<file path="config.mk">
export PLATFORM = sky130hd
export DESIGN_NAME = diff_reconstruct_flat
export DESIGN_NICKNAME = d
export VERILOG_FILES = /design/src/rtl/diff_reconstruct_if.sv /design/src/rtl/diff_reconstruct.sv /design/src/flat_wrapper.sv
export SDC_FILE = /design/constraint.sdc
export NUM_CORES = 1
export LEC_CHECK = 0
export ABC_AREA = 1
export CAP_MARGIN = 40
export CORE_MARGIN = 3
export CORE_UTILIZATION = 50
export CTS_CLUSTER_SIZE = 24
export DETAILED_ROUTE_END_ITERATION = 16
export PLACE_DENSITY = 0.78
export SLEW_MARGIN = 30
export SYNTH_ARGS = -nofsm -noshare
export SYNTH_HDL_FRONTEND = slang
export SYNTH_SLANG_ARGS = --single-unit
</file>
<file path="constraint.sdc">
create_clock -name clk -period 3.2 [get_ports clk]
set_clock_uncertainty 0.1 [all_clocks]
set_input_delay 0.96 -clock clk [delete_from_list [all_inputs] [get_ports clk]]
set_output_delay 0.96 -clock clk [all_outputs]
set_load 0.01 [all_outputs]
</file>
<file path="src/rtl/diff_reconstruct_if.sv">
// Handshake and result bundle for diff_reconstruct: index stream in,
// reconstructed word, toggle count and status out.
interface diff_reconstruct_if;
    localparam int unsigned WORD_W = 32;
    localparam int unsigned IDX_W  = 6;

    logic              load;
    logic [WORD_W-1:0] base;
    logic              idx_valid;
    logic [IDX_W-1:0]  idx;
    logic              idx_ready;
    logic [WORD_W-1:0] word;
    logic [IDX_W-1:0]  flips;
    logic              done;
    logic              err;
    logic              busy;

    modport master (
        output load, base, idx_valid, idx,
        input  idx_ready, word, flips, done, err, busy
    );

    modport slave (
        input  load, base, idx_valid, idx,
        output idx_ready, word, flips, done, err, busy
    );
endinterface

</file>
<file path="src/rtl/diff_reconstruct.sv">
// Rebuilds a 32-bit word from a base and a strictly ascending stream of
// bit-toggle indices terminated by index 32.
module diff_reconstruct (
    input  logic              clk,
    input  logic              rst,
    diff_reconstruct_if.slave bus
);
    localparam int unsigned WORD_W = 32;
    localparam int unsigned IDX_W  = 6;
    localparam int unsigned BIT_W  = 5;
    localparam logic [IDX_W-1:0] TERM = IDX_W'(32);

    typedef enum logic {IDLE, ACCUM} state_t;

    state_t              state, state_nxt;
    logic [WORD_W-1:0]   acc, acc_nxt;
    logic [IDX_W-1:0]    min_idx, min_idx_nxt;
    logic [IDX_W-1:0]    cnt, cnt_nxt;
    logic [WORD_W-1:0]   word_nxt;
    logic [IDX_W-1:0]    flips_nxt;
    logic                done_nxt;
    logic                err_nxt;
    logic                xfer;
    logic [BIT_W-1:0]    bit_sel;

    // load takes priority over any index offered in the same cycle
    assign bus.idx_ready = (state == ACCUM) && !bus.load;
    assign bus.busy      = (state == ACCUM);
    assign xfer          = bus.idx_valid && bus.idx_ready;
    assign bit_sel       = bus.idx[BIT_W-1:0];

    always_ff @(posedge clk or posedge rst) begin
        if (rst) begin
            state     <= IDLE;
            acc       <= '0;
            min_idx   <= '0;
            cnt       <= '0;
            bus.word  <= '0;
            bus.flips <= '0;
            bus.done  <= 1'b0;
            bus.err   <= 1'b0;
        end else begin
            state     <= state_nxt;
            acc       <= acc_nxt;
            min_idx   <= min_idx_nxt;
            cnt       <= cnt_nxt;
            bus.word  <= word_nxt;
            bus.flips <= flips_nxt;
            bus.done  <= done_nxt;
            bus.err   <= err_nxt;
        end
    end

    always_comb begin
        state_nxt   = state;
        acc_nxt     = acc;
        min_idx_nxt = min_idx;
        cnt_nxt     = cnt;
        word_nxt    = bus.word;
        flips_nxt   = bus.flips;
        done_nxt    = 1'b0;
        err_nxt     = bus.err;

        if (bus.load) begin
            state_nxt   = ACCUM;
            acc_nxt     = bus.base;
            min_idx_nxt = '0;
            cnt_nxt     = '0;
            err_nxt     = 1'b0;
        end else if (xfer) begin
            if (bus.idx == TERM) begin
                state_nxt = IDLE;
                word_nxt  = acc;
                flips_nxt = cnt;
                done_nxt  = 1'b1;
            end else if ((bus.idx < TERM) && (bus.idx >= min_idx)) begin
                acc_nxt[bit_sel] = ~acc[bit_sel];
                min_idx_nxt      = IDX_W'(bus.idx + IDX_W'(1));
                cnt_nxt          = IDX_W'(cnt + IDX_W'(1));
            end else begin
                // out-of-order or out-of-range index is consumed and dropped
                err_nxt = 1'b1;
            end
        end
    end
endmodule

</file>
<file path="src/flat_wrapper.sv">
// flat-port wrapper written by rule: the top's interface ports become plain ports
module diff_reconstruct_flat 
  (clk, rst, bus_load, bus_base, bus_idx_valid, bus_idx, bus_idx_ready, bus_word, bus_flips, bus_done, bus_err, bus_busy);
  diff_reconstruct_if bus_i ();
  input  logic clk;
  input  logic rst;
  input wire logic [$bits(bus_i.load)-1:0] bus_load;
  input wire logic [$bits(bus_i.base)-1:0] bus_base;
  input wire logic [$bits(bus_i.idx_valid)-1:0] bus_idx_valid;
  input wire logic [$bits(bus_i.idx)-1:0] bus_idx;
  output wire logic [$bits(bus_i.idx_ready)-1:0] bus_idx_ready;
  output wire logic [$bits(bus_i.word)-1:0] bus_word;
  output wire logic [$bits(bus_i.flips)-1:0] bus_flips;
  output wire logic [$bits(bus_i.done)-1:0] bus_done;
  output wire logic [$bits(bus_i.err)-1:0] bus_err;
  output wire logic [$bits(bus_i.busy)-1:0] bus_busy;
  assign bus_i.load = bus_load;
  assign bus_i.base = bus_base;
  assign bus_i.idx_valid = bus_idx_valid;
  assign bus_i.idx = bus_idx;
  assign bus_idx_ready = bus_i.idx_ready;
  assign bus_word = bus_i.word;
  assign bus_flips = bus_i.flips;
  assign bus_done = bus_i.done;
  assign bus_err = bus_i.err;
  assign bus_busy = bus_i.busy;
  diff_reconstruct u_core (.clk(clk), .rst(rst), .bus(bus_i));
endmodule
</file>
==> impl_metrics.toml <==
[routing]
routed-via-count = 4968
wl_per_cell_um = 14.9
viasPerCell = 5.21
drt_drc_violations_left = 0
drt-total-wl_um = 14200
first_pass_iters = 6
initialDrtViolationCount = 424
antenna_violating_nets_post_route = 0

[yosys]
seq_area_frac_synth_pct = 39.0
syn_nets = 790
syn-instance-count = 737
dominantRegCellSynth = "dfrtp_1"
avg_inst_size_synth_um2 = 7.39
synth_async_sr_flop_share_pct = 100
yosysWarningCount = 0
synth.lib_cells_used.distinct = 33
synth_edf_count = 0
yosys_register_bits = 85
mappedNetlistArea_mm2 = 0.00545

[worst_setup_path]
critical_path.startpoint_type = "primary input"
cp-end-kind = "primary output"
path_max_fanout = 3
worstSetupPathType = "primary input to primary output"
data_required_time_of_the_critical_path_ns = 2.14
cp_data_arrival_time_ns = 1.75

[clock_tree]
h_tree_lvls = 3
cts-hold-fix-buffers = 0
postCtsResizedCells = 0
root_buffer = "clkbuf_8"
cts.path.max_buffers = 2
clk_pin_slew_worst_paths_ns = 0.08
post-cts-setup-buffers = 0
clock_insertion_delay_worst_skew_ns = 0.37
cts_tree = "yes"
cts.sinks = 85
cts_inserted_buffers = 9

[placement]
port_buffers = 83
hpwlAfterDp_um = 10500
gp_congestion = 0.942
pre_cts_ws_ns = 0.0451
placedCellCount = 938

[grt]
grt_pass1_wl_um = 22800
grt_pass1_vias = 4575
antenna_found_initial = 0
grt_start_max_net_pins = 75
congestion_overflow_gr = 0
global_route.usage.total_pct = 24.2

[die]
die_area_mm2 = 0.0122
initial_utilization_pct = 52.1
chipHeight_um = 110
die_width_um = 110
floorplan.rows = 37
core_box_area_mm2 = 0.0105
boundaryPins = 84

[outcome]
outcome = "completed"

[sta]
final.period_utilization_pct = 87.9
worst_hold_slack_ns = 0.389
finalSetupViolations = 0
setup_total_negative_slack_ns = 0
setup_ws_ns = 0.388
timing_max_transition_violations_final = 0
slew_headroom_pct = 53.2
period_minus_slack_ns = 2.81
fmax_mhz = 356
final-hold-violation-count = 0
setup_repair_after_global_routing_missed_its_margin = "no"
worst-slew-pin-transition_ns = 0.702

[pwr]
power.share.combinational_pct = 22.8
p_int_mw = 1.96
switching_share_pct = 30.0
vdd_ir_drop_max_v = 0.000217
clockPowerShare_pct = 34.0
p_leak_nw = 3.22
share_seq_of_total_power_pct = 43.2
netSwitchingPower_mw = 0.841
power_per_cell_area_mw_per_mm2 = 424

[layout]
finished_core_util_pct = 63.2
layout.nets = 866
drive_above_1_share_pct = 14.4
area_delta_synth_final_pct = 21.4
antennaDiodeCount = 0
number_of_standard_cells_in_the_layout_taps_in_and_fillers_out = 953

[run]
cap_violations = 0

[min_path]
worstHoldPathType = "flop to flop"
## placed cells by master (no fill, tap or decap), drive strengths merged
cell type | netlist | routed
nand3 | 57 | 57
inv | 85 | 85
dfrtp | 85 | 85
xor2 | 4 | 4
nor3 | 1 | 1
or2 | 17 | 17
o21ai | 66 | 66
clkdlybuf4s50 | 0 | 82
o22ai | 2 | 2
bufinv | 0 | 3
and3 | 1 | 1
buf | 24 | 23
nand4 | 4 | 4
a21oi | 33 | 33
nor2 | 74 | 74
clkinvlp | 0 | 1
clkbuf | 14 | 10
nand2 | 257 | 257
clkinv | 0 | 1
ha | 11 | 11
## sequential cells by signal (all words and copies together), names as in the netlist
signal,count
u_core.acc,32
u_core.bus.err,1
u_core.bus.busy,1
u_core.min_idx,6
u_core.cnt,6
u_core.bus.word,32
u_core.bus.flips,6
u_core.bus.done,1
## cell usage after synthesis, types with 11 or more instances
| library cell | instances | area share (%) |
|---|---|---|
| o21ai_0 | 50 | 4.6 |
| nand2_1 | 245 | 17 |
| clkbuf_1 | 11 | 0.76 |
| nor2_1 | 71 | 4.9 |
| o21ai_1 | 16 | 1.5 |
| inv_1 | 81 | 5.6 |
| ha_1 | 11 | 2.5 |
| a21oi_2 | 15 | 2.4 |
| dfrtp_1 | 85 | 39 |
| nand3_2 | 35 | 6.4 |
| buf_2 | 11 | 1.0 |
| a21oi_1 | 18 | 1.7 |
| nand2_2 | 11 | 1.3 |
| nand3_1 | 22 | 2.0 |
## routing by layer
metal,track usage (%),share of wire [%],up-vias
li1,-,-,2436
met1,34.8,45,2329
met2,38.5,47,186
met3,3.38,6.6,17
met4,5.89,1.1,0
met5,0,0,-
## stage by stage
stage	instance area, um2	total power [mW]
final	6610	2.80
after global routing	6610	2.94
after CTS	6610	2.82
after detailed placement	6370	1.87
after global placement	6370	1.85
after floorplan	5450	1.63
## cell type report
class / instances / area (um2)
tap: 136 / 170
sequential: 85 / 2130
timing repair buffer: 105 / 1090
inverter: 85 / 328
clock inverter: 5 / 108
fill: 955 / 3850
multi-input combinational: 527 / 2650
clock buffer: 10 / 138
## worst paths after layout
| path | depth (start not counted) | end | start | slack, ns |
|---|---|---|---|---|
| min | 2 | u_core.bus.word[10]$_DFFE_PP0P_ | u_core.bus.word[10]$_DFFE_PP0P_ | 0.39 |
| min in group asynchronous | 2 | u_core.bus.word[31]$_DFFE_PP0P_ | rst | 0.85 |
| max in group asynchronous | 3 | u_core.acc[22]$_DFFE_PP0P_ | rst | 1.46 |
| max reg2reg | 11 | u_core.acc[5]$_DFFE_PP0P_ | u_core.acc[19]$_DFFE_PP0P_ | 1.24 |
| max | 3 | bus_idx_ready | bus_load | 0.39 |
| min reg2reg | 2 | u_core.bus.word[10]$_DFFE_PP0P_ | u_core.bus.word[10]$_DFFE_PP0P_ | 0.39 |
## kinds of logic after synthesis
kind of cell / after synthesis / share of synthesized area (%)
and+or+nand+nor: 411 / 35.2
buffers and inverters: 125 / 12.3
AOI/OAI and AO/OA: 101 / 10.4
DFF: 85 / 39.0
adders and majority gates: 11 / 2.53
xor gates and xnor gates: 4 / 0.643
## power groups by stage
| stage | clock, mW | combinational [mW] | sequential (mW) |
|---|---|---|---|
| after floorplan | 0 | 0.397 | 1.24 |
| after global placement | 0 | 0.625 | 1.22 |
| after detailed placement | 0 | 0.637 | 1.23 |
| after CTS | 0.970 | 0.639 | 1.21 |
| after global routing | 1.02 | 0.706 | 1.22 |
| final | 0.955 | 0.638 | 1.21 |
## critical path, stage by stage
cell	delay, ns
buf_2	0.13
nor2_1	0.12
clkdlybuf4s50_1	0.54
(Power assumes the default switching activity.)
